--- src/rtl/jk_seq_pkg.sv ---
// +-------------------------------------------------------------------+
// | jk_seq_pkg : count modes, FSM states and Gray helpers for jk_seq   |
// | Rev 1.0                                                            |
// +-------------------------------------------------------------------+
`default_nettype none

package jk_seq_pkg;

  typedef enum logic [1:0] {
    MODE_UP   = 2'b00,
    MODE_DN   = 2'b01,
    MODE_GRAY = 2'b10,
    MODE_ROT  = 2'b11
  } mode_e;

  typedef enum logic [1:0] {
    ST_IDLE = 2'b00,
    ST_RUN  = 2'b01,
    ST_DONE = 2'b10
  } state_e;

  // Helpers work on a fixed 32-bit container; callers zero-extend and truncate.
  localparam int unsigned FN_W = 32;

  function automatic logic [FN_W-1:0] bin2gray(input logic [FN_W-1:0] b);
    return b ^ (b >> 1);
  endfunction

  function automatic logic [FN_W-1:0] gray2bin(input logic [FN_W-1:0] g);
    logic [FN_W-1:0] b;
    b[FN_W-1] = g[FN_W-1];
    for (int i = FN_W - 2; i >= 0; i--) begin
      b[i] = b[i+1] ^ g[i];
    end
    return b;
  endfunction

endpackage

`default_nettype wire

--- src/rtl/jk_seq_controller_bank.sv ---
// +-------------------------------------------------------------------+
// | jk_bank : WIDTH JK state cells, sync active-low reset to preset    |
// | Rev 1.0                                                            |
// +-------------------------------------------------------------------+
`default_nettype none

module jk_bank #(
  parameter int              WIDTH       = 4,
  parameter logic [WIDTH-1:0] RESET_STATE = '0
) (
  input  logic             clk_i,
  input  logic             rst_ni,
  input  logic [WIDTH-1:0] j_i,
  input  logic [WIDTH-1:0] k_i,
  output logic [WIDTH-1:0] q_o
);

  logic [WIDTH-1:0] q_q;

  always_ff @(posedge clk_i) begin
    if (!rst_ni) begin
      q_q <= RESET_STATE;
    end else begin
      for (int i = 0; i < WIDTH; i++) begin
        case ({j_i[i], k_i[i]})
          2'b01:   q_q[i] <= 1'b0;
          2'b10:   q_q[i] <= 1'b1;
          2'b11:   q_q[i] <= ~q_q[i];
          default: q_q[i] <= q_q[i];
        endcase
      end
    end
  end

  assign q_o = q_q;

endmodule

`default_nettype wire

--- src/rtl/jk_seq_controller.sv ---
// +-------------------------------------------------------------------+
// | jk_seq_controller : load/run/stop sequencer over a JK state bank   |
// | Rev 1.0                                                            |
// +-------------------------------------------------------------------+
`default_nettype none

module jk_seq_controller
  import jk_seq_pkg::*;
#(
  parameter int               WIDTH       = 4,
  parameter logic [WIDTH-1:0] RESET_STATE = '0
) (
  input  logic             CLK,
  input  logic             Reset,
  input  logic             start,
  input  logic             load,
  input  logic             stop,
  input  logic [1:0]       mode,
  input  logic [WIDTH-1:0] load_val,
  input  logic [WIDTH-1:0] limit,
  output logic [WIDTH-1:0] j_vec,
  output logic [WIDTH-1:0] k_vec,
  output logic [WIDTH-1:0] q,
  output logic             busy,
  output logic             done,
  output logic             wrap
);

  state_e           state_q;
  mode_e            mode_q;
  logic [WIDTH-1:0] limit_q;
  logic             busy_q, done_q, wrap_q;

  logic [WIDTH-1:0] step_d, gray_bin_d, nxt_d;
  logic             wrap_d, at_limit;

  always_comb begin
    step_d     = q;
    wrap_d     = 1'b0;
    gray_bin_d = WIDTH'(gray2bin(FN_W'(q))) + 1'b1;
    case (mode_q)
      MODE_UP: begin
        step_d = q + 1'b1;
        wrap_d = &q;
      end
      MODE_DN: begin
        step_d = q - 1'b1;
        wrap_d = ~|q;
      end
      MODE_GRAY: begin
        step_d = WIDTH'(bin2gray(FN_W'(gray_bin_d)));
        wrap_d = (step_d == '0);
      end
      MODE_ROT: begin
        step_d = {q[WIDTH-2:0], q[WIDTH-1]};
      end
      default: begin
        step_d = q;
      end
    endcase
  end

  assign at_limit = (q == limit_q);

  always_comb begin
    nxt_d = q;
    if (state_q == ST_IDLE && load) begin
      nxt_d = load_val;
    end else if (state_q == ST_RUN && !stop && !at_limit) begin
      nxt_d = step_d;
    end
  end

  // Set only bits that rise, clear only bits that fall: J=K=1 never occurs.
  assign j_vec = nxt_d & ~q;
  assign k_vec = q & ~nxt_d;

  jk_bank #(
    .WIDTH       (WIDTH),
    .RESET_STATE (RESET_STATE)
  ) u_bank (
    .clk_i  (CLK),
    .rst_ni (Reset),
    .j_i    (j_vec),
    .k_i    (k_vec),
    .q_o    (q)
  );

  always_ff @(posedge CLK) begin
    if (!Reset) begin
      state_q <= ST_IDLE;
      mode_q  <= MODE_UP;
      limit_q <= '0;
      busy_q  <= 1'b0;
      done_q  <= 1'b0;
      wrap_q  <= 1'b0;
    end else begin
      done_q <= 1'b0;
      wrap_q <= 1'b0;
      case (state_q)
        ST_IDLE: begin
          if (start && !load) begin
            state_q <= ST_RUN;
            busy_q  <= 1'b1;
            mode_q  <= mode_e'(mode);
            limit_q <= limit;
          end
        end
        ST_RUN: begin
          // Abort wins over a coincident terminal count.
          if (stop) begin
            state_q <= ST_IDLE;
            busy_q  <= 1'b0;
          end else if (at_limit) begin
            state_q <= ST_DONE;
            busy_q  <= 1'b0;
            done_q  <= 1'b1;
          end else begin
            wrap_q <= wrap_d;
          end
        end
        ST_DONE: begin
          state_q <= ST_IDLE;
        end
        default: begin
          state_q <= ST_IDLE;
          busy_q  <= 1'b0;
        end
      endcase
    end
  end

  assign busy = busy_q;
  assign done = done_q;
  assign wrap = wrap_q;

endmodule

`default_nettype wire
--- config.mk ---
export PLATFORM = sky130hd
export DESIGN_NAME = jk_seq_controller
export DESIGN_NICKNAME = d
export VERILOG_FILES = /design/src/rtl/jk_seq_pkg.sv /design/src/rtl/jk_seq_controller_bank.sv /design/src/rtl/jk_seq_controller.sv
export SDC_FILE = /design/constraint.sdc
export NUM_CORES = 1
export LEC_CHECK = 0
export CAP_MARGIN = 20
export CORE_MARGIN = 8
export CORE_UTILIZATION = 41
export DETAILED_ROUTE_END_ITERATION = 16
export PLACE_DENSITY_LB_ADDON = 0.3
export SLEW_MARGIN = 20
export SYNTH_ARGS = -nofsm -noshare
export SYNTH_HDL_FRONTEND = slang
export SYNTH_HIERARCHICAL = 1
export SYNTH_SLANG_ARGS = --single-unit
--- constraint.sdc ---
create_clock -name CLK -period 4.6 [get_ports CLK]
set_clock_uncertainty 0.2 [all_clocks]
set_input_delay 0.46 -clock CLK [delete_from_list [all_inputs] [get_ports CLK]]
set_output_delay 0.46 -clock CLK [all_outputs]
set_load 0.01 [all_outputs]
==> metrics.md, run 1 <==
| Metric | Value |
|---|---|
| Ys flop type | `dfxtp_1` |
| Hold Path End | `busy` |
| Vias per cell | `approximately 5.6` |
| Final nets | `approximately 180` |
| Worst path slowest cell | `clkdlybuf4s50_1` |
| H-tree depth | `1` |
| Power Density | `~240 nW/µm²` |
| Initial antenna violation count | `0` |
| Overall power | `around 0.38 mW` |
| Die area | `4990 µm²` |
| MaxCap Viol Count | `0` |
| Hold Startpoint | `busy` |
| Final hold vios | `0` |
| Layout area overhead | `28.8%` |
| Synthesized Nets | `150` |
| Unrepaired setup endpoints after global routing | `no` |
| CP peak stage delay | `around 0.64 ns` |
| GP Congestion | `between 0.9 and 1` |
| DR WL/cell | `approximately 16 µm` |
| Count of pins over their slew limit | `0` |
| Num ports | `30` |
| Root buffer cell | `clkbuf_4` |
| Core area | `2950 µm²` |
| Worst reg2reg setup slack | `1.37 ns` |
| Worst slew pin tran | `about 0.52 ns` |
| Post-Syn Instances | `approximately 130` |
| Worst Hold Class | `flip-flop to flip-flop` |
| Vias post-DR | `roughly 1,100` |
| Drt first pass iters | `4` |
| Latest clock arrival within the worst-skew pair | `about 0.28 ns` |
| Min Tclk post-route | `4.34 ns` |
| Crit share post-route | `roughly 94%` |
| Total routed wirelength | `around 3200 µm` |
| Syn_area_per_cell | `~9.5 µm²` |
| TritonCTS Buffers | `3` |
| GRT overflow | `0` |
| Total track usage | `13.0%` |
| Area of the multi-input gates | `roughly 870 µm²` |
| Routed Antenna Nets | `0` |
| Drt initial violations | `55` |
| Hold Path Cell Cnt | `2` |
| # Post-CTS Setup Buffers | `0` |
| Drt drc | `0` |
| Cell total after placement | `189` |
| Reg area | `300 µm²` |
| Seq cells post-synth | `15` |
| Outcome | `completed` |
| Req. time, crit path | `3.94 ns` |
| Initial Util | `41.4%` |
| Worst setup path class | `flip-flop to primary output` |
| Synth warn | `6` |
| Vias in the first global route | `between 1,000 and 1,500` |
| Most used cell, CP | `ha_1` |
| Final Non-Filler Cells | `a little under 200` |
| CTS tree | `built` |
| CTS resizes | `0` |
| Port Buffers | `29` |
| DP Wirelength | `about 2400 µm` |
| First-pass GRT wire length | `between 5000 and 6000 µm` |
| Number of setup violations in the final report | `0` |
| DIE HEIGHT | `70.6 µm` |
| Leak | `approximately 0.60 nW` |
| Slew Limit Headroom | `about two thirds` |
| CTS Buffer Depth | `2` |
| FFs w/ async S/R, synth | `0%` |
| Reg2reg path depth | `12` |
| Kind of start point of the critical path | `flip-flop` |
| Worst r2r src | `u_bank/q_o[2]` |
| CP max FO | `4` |
| Mapped cell area | `roughly 1200 µm²` |
| Setup WS pre-CTS | `between 0.5 and 0.6 ns` |
| Max Fclk | `231 MHz` |
| Most frequent cells in the layout | `29 x clkdlybuf4s50_1, 15 x dfxtp_1, 10 x mux2i_1, 9 x nor2b_1, 7 x nand2b_1` |
| Worst IR Drop VDD | `0.152 mV` |
| Fillers | `around 290` |
| DIE WIDTH | `70.6 µm` |
| Clock-pin slew on the worst setup and hold paths | `approximately 0.10 ns` |
| N_diodes | `0` |
| Fin worst setup slack | `roughly 0.26 ns` |
| Clock sinks | `15` |
| Largest net degree at the start of global routing | `17` |
| Most common cell after layout, fill and taps aside | `clkdlybuf4s50_1` |
| Crit path cell chain | `inv_1 > ha_1 > ha_1 > xnor2_1 > nand2_1 > xnor2_1 > ha_1 > mux2i_1 > o221a_2 > o32ai_1 > clkdlybuf4s50_1` |
| Number of flops mapped to enable cells by yosys | `0` |
| Num rows | `20` |
| Part of the Yosys area used for sequential elements | `24.5%` |
| Worst Path Arrival | `~3.7 ns` |
| Layout cells sized above 1 | `between 10% and 20%` |
| Critical R2R Capture | `u_bank/q_o[2]` |
| Nature of the critical path endpoint | `primary output` |
| Hold WS | `around 0.28 ns` |
| Hold buffer count at cts | `0` |
| Cell variety after synth | `51` |
| Setup TNS | `0 ns` |
-- where the power goes --
group | switching, mW | leakage (nW) | total, mW | internal [mW]
combinational | 0.0779 | 0.456 | 0.155 | 0.0775
clock | 0.0463 | 0.0177 | 0.0785 | 0.0322
sequential | 0.00811 | 0.123 | 0.146 | 0.137
-- sequential cells by signal (all words and copies together), names as in the netlist --
| register | cells |
|---|---|
| u_bank/q_o | 4 |
| wrap | 1 |
| mode_q | 2 |
| done | 1 |
| limit_q | 4 |
| state_q | 2 |
| busy | 1 |
-- cells in the mapped netlist (2+ instances only) --
cell type	n	share of area, %
dfxtp_1	15	25
mux2i_1	10	8.2
nor2b_1	9	4.6
nand2b_1	7	3.6
ha_1	6	6.1
nand2_1	6	1.8
nor2_1	6	1.8
xor2_1	5	3.6
a21boi_2	4	3.7
inv_1	4	1.2
nand2b_4	4	4.5
and3_1	3	1.5
buf_4	3	1.8
xnor2_1	3	2.1
a31o_1	2	1.4
a31oi_1	2	1.0
and2_1	2	1.0
buf_2	2	0.82
nor3_1	2	0.82
o21a_1	2	1.2
o22ai_1	2	1.0
-- routing by layer --
metal,vias to the layer above,wire length [µm],share of wire (%),track usage [%]
li1,529,-,-,-
met3,4,83,2.6,2.97
met1,524,1330,42,13.6
met5,-,0,0,0
met4,0,38,1.2,4.85
met2,17,1720,54,24.3
-- worst max-delay path by stage --
stage | startpoint | to
floorplan | u_bank/q_o[2] | j_vec[2]
global placement | u_bank/q_o[3] | j_vec[2]
detailed placement | u_bank/q_o[2] | j_vec[2]
CTS | u_bank/q_o[2] | j_vec[2]
global route | u_bank/q_o[2] | j_vec[2]
finish | u_bank/q_o[2] | j_vec[2]
-- metrics by stage --
stage	util, %	instance area (µm²)
floorplan	-	1220
global placement	52.5	1550
detailed placement	52.5	1550
CTS	53.4	1580
global route	53.4	1580
finish	53.4	1580
-- area by class of cell --
| type | count | share of cell area (%) |
|---|---|---|
| Clock buffer | 3 | 1.43 |
| Clock inverter | 1 | 0.317 |
| Inverter | 5 | 1.19 |
| Multi-Input combinational cell | 103 | 55.1 |
| Sequential cell | 15 | 19.0 |
| Tap cell | 33 | 2.62 |
| Timing Repair Buffer | 33 | 20.3 |
-- worst max-delay path: cells and delay by family (launching register included) --
family                     cells  cell delay (ns)
buffers and inverters          2             0.72
and+or+nand+nor                1             0.12
DFF                            1             0.34
adders and majority gates      3             0.96
muxes                          1             0.06
xor gates and xnor gates       2             0.43
AOI/OAI and AO/OA              2             0.78
-- cell families after synthesis --
logic type      Yosys count  synth area share [%]
fa+ha+maj                 6                  6.13
buf+inv                  11                  4.50
simple gates             49                  27.6
mux                      10                  8.18
xor+xnor                  8                  5.73
flops                    15                  24.5
compound gates           30                  23.3
No activity file was read; power rests on OpenSTA's default activity.
==> run 2: changes to the inputs <==
==> constraint.sdc (replaced) <==
create_clock -name CLK -period 3.54 [get_ports CLK]
set_clock_uncertainty 0.2 [all_clocks]
set_input_delay 0.354 -clock CLK [delete_from_list [all_inputs] [get_ports CLK]]
set_output_delay 0.354 -clock CLK [all_outputs]
set_load 0.01 [all_outputs]
==> metrics.md, run 2 (synthesized netlist as in run 1, its figures left out) <==
| Metric | Value |
|---|---|
| Outcome | `completed` |
| Total track usage | `13.0% (+0.055 points)` |
| Die area | `4990 µm² (unchanged)` |
| Drt initial violations | `41 (-25%)` |
| Crit path cell chain | `inv_1 > ha_1 > ha_4 > xnor2_2 > nand2_1 > xnor2_1 > ha_1 > mux2i_1 > o221a_2 > a31o_1 > dlygate4sd2_1` |
| Drt first pass iters | `4 (unchanged)` |
| Final nets | `189 (+3.8%)` |
| Initial Util | `41.4% (unchanged)` |
| Crit share post-route | `around 94%` |
| Clock sinks | `15 (unchanged)` |
| Worst setup path class | `flip-flop to primary output` |
| Cell Area, Placed | `1610 µm² (+3.9%)` |
| Cell total after placement | `196 (+3.7%)` |
| Max Fclk | `between 200 and 300 MHz` |
| Port Buffers | `29 (unchanged)` |
| DIE HEIGHT | `70.6 µm (unchanged)` |
| Drt drc | `0 (unchanged)` |
| N_diodes | `0 (unchanged)` |
| Routed Antenna Nets | `0 (unchanged)` |
| Layout area overhead | `36.0%` |
| Post-Route Utilization | `56.4% (+3.0 points)` |
| CP peak stage delay | `0.34 ns (-0.30 ns)` |
| MaxCap Viol Count | `0 (unchanged)` |
| Count of pins over their slew limit | `0 (unchanged)` |
| Min Tclk post-route | `between 3 and 4 ns` |
| Most frequent cells in the layout | `26 x clkdlybuf4s50_1, 15 x dfxtp_1, 11 x buf_4, 10 x mux2i_1, 9 x nor2b_1` |
| Worst path slowest cell | `dfxtp_1` |
| Worst IR Drop VDD | `0.206 mV (+35%)` |
| Worst slew pin tran | `0.553 ns (+0.0297 ns)` |
| Final hold vios | `0 (unchanged)` |
| Final Non-Filler Cells | `200 (+3.6%)` |
| Num rows | `20 (unchanged)` |
| Unrepaired setup endpoints after global routing | `no` |
| First-pass GRT wire length | `5390 µm (-0.26%)` |
| Power Density | `311 nW/µm² (+29%)` |
| Vias in the first global route | `1,187 (+1.5%)` |
| Core area | `2950 µm² (unchanged)` |
| Slew Limit Headroom | `63.0% (-2.0 points)` |
| Largest net degree at the start of global routing | `17 (unchanged)` |
| GRT overflow | `0 (unchanged)` |
| CTS tree | `built` |
| Leak | `0.684 nW (+15%)` |
| Kind of start point of the critical path | `flip-flop` |
| Req. time, crit path | `2.99 ns (-0.95 ns)` |
| Total routed wirelength | `3140 µm (-1.0%)` |
| Most common cell after layout, fill and taps aside | `clkdlybuf4s50_1` |
| Vias post-DR | `1,132 (+5.4%)` |
| Setup TNS | `0 ns (unchanged)` |
| Worst reg2reg setup slack | `0.67 ns (-0.70 ns)` |
| DIE WIDTH | `70.6 µm (unchanged)` |
| H-tree depth | `1 (unchanged)` |
| Most used cell, CP | `ha_1` |
| Layout cells sized above 1 | `23.4% (+5.9 points)` |
| Overall power | `0.518 mW (+36%)` |
| Root buffer cell | `clkbuf_4` |
| Worst Hold Class | `flip-flop to flip-flop` |
| Final Instance Area | `1660 µm² (+5.6%)` |
| CP max FO | `3 (-1)` |
| Worst Path Arrival | `2.78 ns (-0.90 ns)` |
| DR WL/cell | `15.7 µm (-4.5%)` |
| Number of setup violations in the final report | `0 (unchanged)` |
| Clock-pin slew on the worst setup and hold paths | `0.09 ns (about the same)` |
| TritonCTS Buffers | `3 (unchanged)` |
| Hold buffer count at cts | `0 (unchanged)` |
| GP Congestion | `0.916 (-0.59%)` |
| Initial antenna violation count | `0 (unchanged)` |
| Nature of the critical path endpoint | `primary output` |
| CTS Buffer Depth | `2 (unchanged)` |
| DP Wirelength | `2400 µm (-1.7%)` |
| Latest clock arrival within the worst-skew pair | `0.28 ns (about the same)` |
| Vias per cell | `5.66 (+1.7%)` |
| Num ports | `30 (unchanged)` |
run 2: final cells by class:
type,instances,area [µm²]
Fill cell,277,1290
Timing Repair Buffer,40,369
Clock inverter,1,5.00
Tap cell,33,41.3
Inverter,5,18.8
Multi-Input combinational cell,103,907
Sequential cell,15,300
Clock buffer,3,22.5
run 2: what timing repair did:
action,4_1_cts,5_1_grt
pin swaps,0,0
setup buffers,0,0
resized for setup,4,4
setup endpoints to repair,3,3
run 2: final timing paths:
path / cells after the start / from / endpoint
worst max-delay path: 11 / u_bank/q_o[2] / k_vec[2]
worst min-delay path: 2 / busy / busy
worst max register to register: 13 / u_bank/q_o[2] / u_bank/q_o[2]
worst min register to register: 2 / busy / busy
run 2: critical path: cells and delay by family (launching register included):
| family | cells | cell delay, ns |
|---|---|---|
| fa+ha+maj | 3 | 0.92 |
| compound gates | 2 | 0.51 |
| buf+inv | 2 | 0.35 |
| flops | 1 | 0.34 |
| xor+xnor | 2 | 0.23 |
| simple gates | 1 | 0.08 |
| mux | 1 | 0.07 |
run 2: per-stage QoR:
step,setup WS [ns],hold slack [ns]
4_1_cts,0.0330,0.289
2_1_floorplan,0.166,0.291
3_3_place_gp,0.147,0.263
5_1_grt,0.0538,0.332
3_5_place_dp,0.0520,0.272
6_report,0.201,0.282
run 2: per-layer routing:
| metal | up-vias | track usage (%) | share of wire [%] |
|---|---|---|---|
| li1 | 547 | - | - |
| met1 | 566 | 13.0 | 41 |
| met2 | 15 | 25.8 | 55 |
| met3 | 4 | 2.54 | 2.7 |
| met4 | 0 | 4.62 | 1.1 |
| met5 | - | 0 | 0 |
run 2: power breakdown:
part,switching [mW],internal [mW]
clock network,0.0563,0.0419
logic,0.112,0.120
registers,0.00871,0.179
total,0.177,0.341
==> run 3: changes to the inputs <==
--- a/config.mk
+++ b/config.mk
@@ -6,6 +6,7 @@
 export NUM_CORES = 1
 export LEC_CHECK = 0
 export CAP_MARGIN = 20
+export CORE_ASPECT_RATIO = 1.1
 export CORE_MARGIN = 8
 export CORE_UTILIZATION = 41
 export DETAILED_ROUTE_END_ITERATION = 16
==> metrics.md, run 3 (synthesized netlist as in run 1, its figures left out) <==
| Metric | Value |
|---|---|
| Outcome | `completed` |
| Req. time, crit path | `2.99 ns (about the same)` |
| DP Wirelength | `2440 µm (+1.9%)` |
| Num ports | `30 (unchanged)` |
| Fillers | `273 (-1.4%)` |
| Initial antenna violation count | `0 (unchanged)` |
| Fin worst setup slack | `0.151 ns (-0.0502 ns)` |
| Final Non-Filler Cells | `201 (+0.50%)` |
| CP max FO | `3 (unchanged)` |
| Setup WS pre-CTS | `0.100 ns (+0.0481 ns)` |
| Number of setup violations in the final report | `0 (unchanged)` |
| Setup TNS | `0 ns (unchanged)` |
| Crit path buf inv count | `2 (unchanged)` |
| Num rows | `21 (+5.0%)` |
| Layout area overhead | `35.3%` |
| Total routed wirelength | `3100 µm (-1.1%)` |
| Area of the multi-input gates | `895 µm² (-1.4%)` |
| Peak-usage layer in the global routing report | `met2` |
| Root buffer cell | `clkbuf_4` |
| Worst slew pin tran | `0.535 ns (-0.0185 ns)` |
| CP peak stage delay | `0.34 ns (about the same)` |
| Port Buffers | `29 (unchanged)` |
| Combinational power share | `43.5% (-1.4 points)` |
| Drt drc | `0 (unchanged)` |
| H-tree depth | `1 (unchanged)` |
| Final nets | `189 (unchanged)` |
| Final hold vios | `0 (unchanged)` |
| Reg area | `300 µm² (unchanged)` |
| Hold WS | `0.288 ns (+0.00579 ns)` |
| Worst setup path class | `flip-flop to primary output` |
| Vias in the first global route | `1,134 (-4.5%)` |
| Post-Route Utilization | `56.3% (-0.11 points)` |
| Die area | `4990 µm² (about the same)` |
| DIE WIDTH | `68.1 µm (-3.6%)` |
| Power share of the clock group | `20.3% (+1.3 points)` |
| Most frequent cells in the layout | `26 x clkdlybuf4s50_1, 15 x dfxtp_1, 11 x buf_4, 10 x mux2i_1, 9 x nor2b_1` |
| First-pass GRT wire length | `5310 µm (-1.4%)` |
| Sw Pwr | `0.181 mW (+2.3%)` |
| Max Fclk | `295 MHz (-1.5%)` |
| Met1 Track Usage GR | `15.5% (+2.5 points)` |
| Core area | `2940 µm² (-0.34%)` |
| Routed Antenna Nets | `0 (unchanged)` |
| Vias post-DR | `1,098 (-3.0%)` |
| Drt initial violations | `25 (-39%)` |
| Worst Path Arrival | `2.83 ns (+0.05 ns)` |
| Drt first pass iters | `4 (unchanged)` |
| Sw Ratio | `34.9% (+0.78 points)` |
| Overall power | `0.518 mW (about the same)` |
| CTS Buffer Depth | `2 (unchanged)` |
| Crit share post-route | `95.7% (+1.4 points)` |
| Cell Area, Placed | `1610 µm² (about the same)` |
| Vias per cell | `5.46 (-3.5%)` |
| Largest net degree at the start of global routing | `17 (unchanged)` |
| Clock-pin slew on the worst setup and hold paths | `0.10 ns (about the same)` |
| # Post-CTS Setup Buffers | `0 (unchanged)` |
| Worst Hold Class | `flip-flop to flip-flop` |
| MaxCap Viol Count | `0 (unchanged)` |
| Layout cells sized above 1 | `22.8% (-0.60 points)` |
| DR WL/cell | `15.4 µm (-1.6%)` |
| TritonCTS Buffers | `3 (unchanged)` |
| Sequential fraction of design power | `36.2% (about the same)` |
| Top delay family on crit path | `adder cells` |
| Kind of start point of the critical path | `flip-flop` |
| GP Congestion | `0.935 (+2.0%)` |
| Internal power | `0.337 mW (-1.1%)` |
| Leak | `0.680 nW (-0.63%)` |
| Initial Util | `41.6% (+0.14 points)` |
| Worst path slowest cell | `dfxtp_1` |
| Min Tclk post-route | `3.39 ns (+0.0502 ns)` |
| Clock sinks | `15 (unchanged)` |
| Final Instance Area | `1660 µm² (-0.53%)` |
| Count of pins over their slew limit | `0 (unchanged)` |
| Total track usage | `13.4% (+0.41 points)` |
| Worst IR Drop VDD | `0.230 mV (+12%)` |
| N_diodes | `0 (unchanged)` |
| DIE HEIGHT | `73.3 µm (+3.8%)` |
| Cell total after placement | `197 (+0.51%)` |
| Worst reg2reg setup slack | `0.62 ns (-0.05 ns)` |
| Power Density | `313 nW/µm² (+0.58%)` |
| Most used cell, CP | `ha_1` |
| Latest clock arrival within the worst-skew pair | `0.29 ns (about the same)` |
| M3 GR Usage | `1.98% (-0.56 points)` |
| Slew Limit Headroom | `64.2% (+1.2 points)` |
| Most common cell after layout, fill and taps aside | `clkdlybuf4s50_1` |
| Crit path cell chain | `inv_1 > ha_1 > ha_1 > xnor2_2 > nand2_1 > xnor2_1 > ha_1 > mux2i_1 > o221a_2 > a31o_1 > dlygate4sd2_1` |
| CTS tree | `built` |
| Unrepaired setup endpoints after global routing | `no` |
| Nature of the critical path endpoint | `primary output` |
| GRT overflow | `0 (unchanged)` |
| Grt met2 use | `24.3% (-1.5 points)` |
-- run 3: worst min-delay path: cells and delay by family, from the launching register on --
kind | cells | cell delay [ns]
flip-flops | 1 | 0.34
AND/OR/NAND/NOR | 1 | 0.06
AO/OA/AOI/OAI | 1 | 0.06
-- run 3: routing by layer --
| metal | part of all wire (%) | wire, µm |
|---|---|---|
| met5 | 0 | 0 |
| met4 | 1.3 | 41 |
| met2 | 55 | 1710 |
| met3 | 2.2 | 67 |
| met1 | 41 | 1280 |
-- run 3: repair_timing --
| action | CTS | global route |
|---|---|---|
| gates resized for setup | 4 | 3 |
| setup endpoints to repair | 3 | 2 |
| hold buffers | 0 | 0 |
-- run 3: final timing paths --
kind / from / to / cells past startpoint
setup / recovery: u_bank/q_o[2] / k_vec[2] / 11
hold / removal: busy / busy / 2
setup reg to reg: u_bank/q_o[2] / u_bank/q_o[2] / 13
hold reg to reg: busy / busy / 2
-- run 3: final cells by class --
cell class | count | share of cell area, %
Sequential cell | 15 | 18.1
Inverter | 5 | 1.13
Clock inverter | 1 | 0.454
Timing Repair Buffer | 40 | 22.3
Tap cell | 34 | 2.57
Clock buffer | 3 | 1.36
Multi-Input combinational cell | 103 | 54.0
-- run 3: power by group through the flow --
stage          Clock (mW)  Sequential, mW  Combinational [mW]
2_1_floorplan           0           0.196               0.131
3_3_place_gp            0           0.191               0.215
3_5_place_dp            0           0.191               0.220
4_1_cts             0.110           0.188               0.226
5_1_grt             0.116           0.189               0.247
6_report            0.105           0.188               0.225
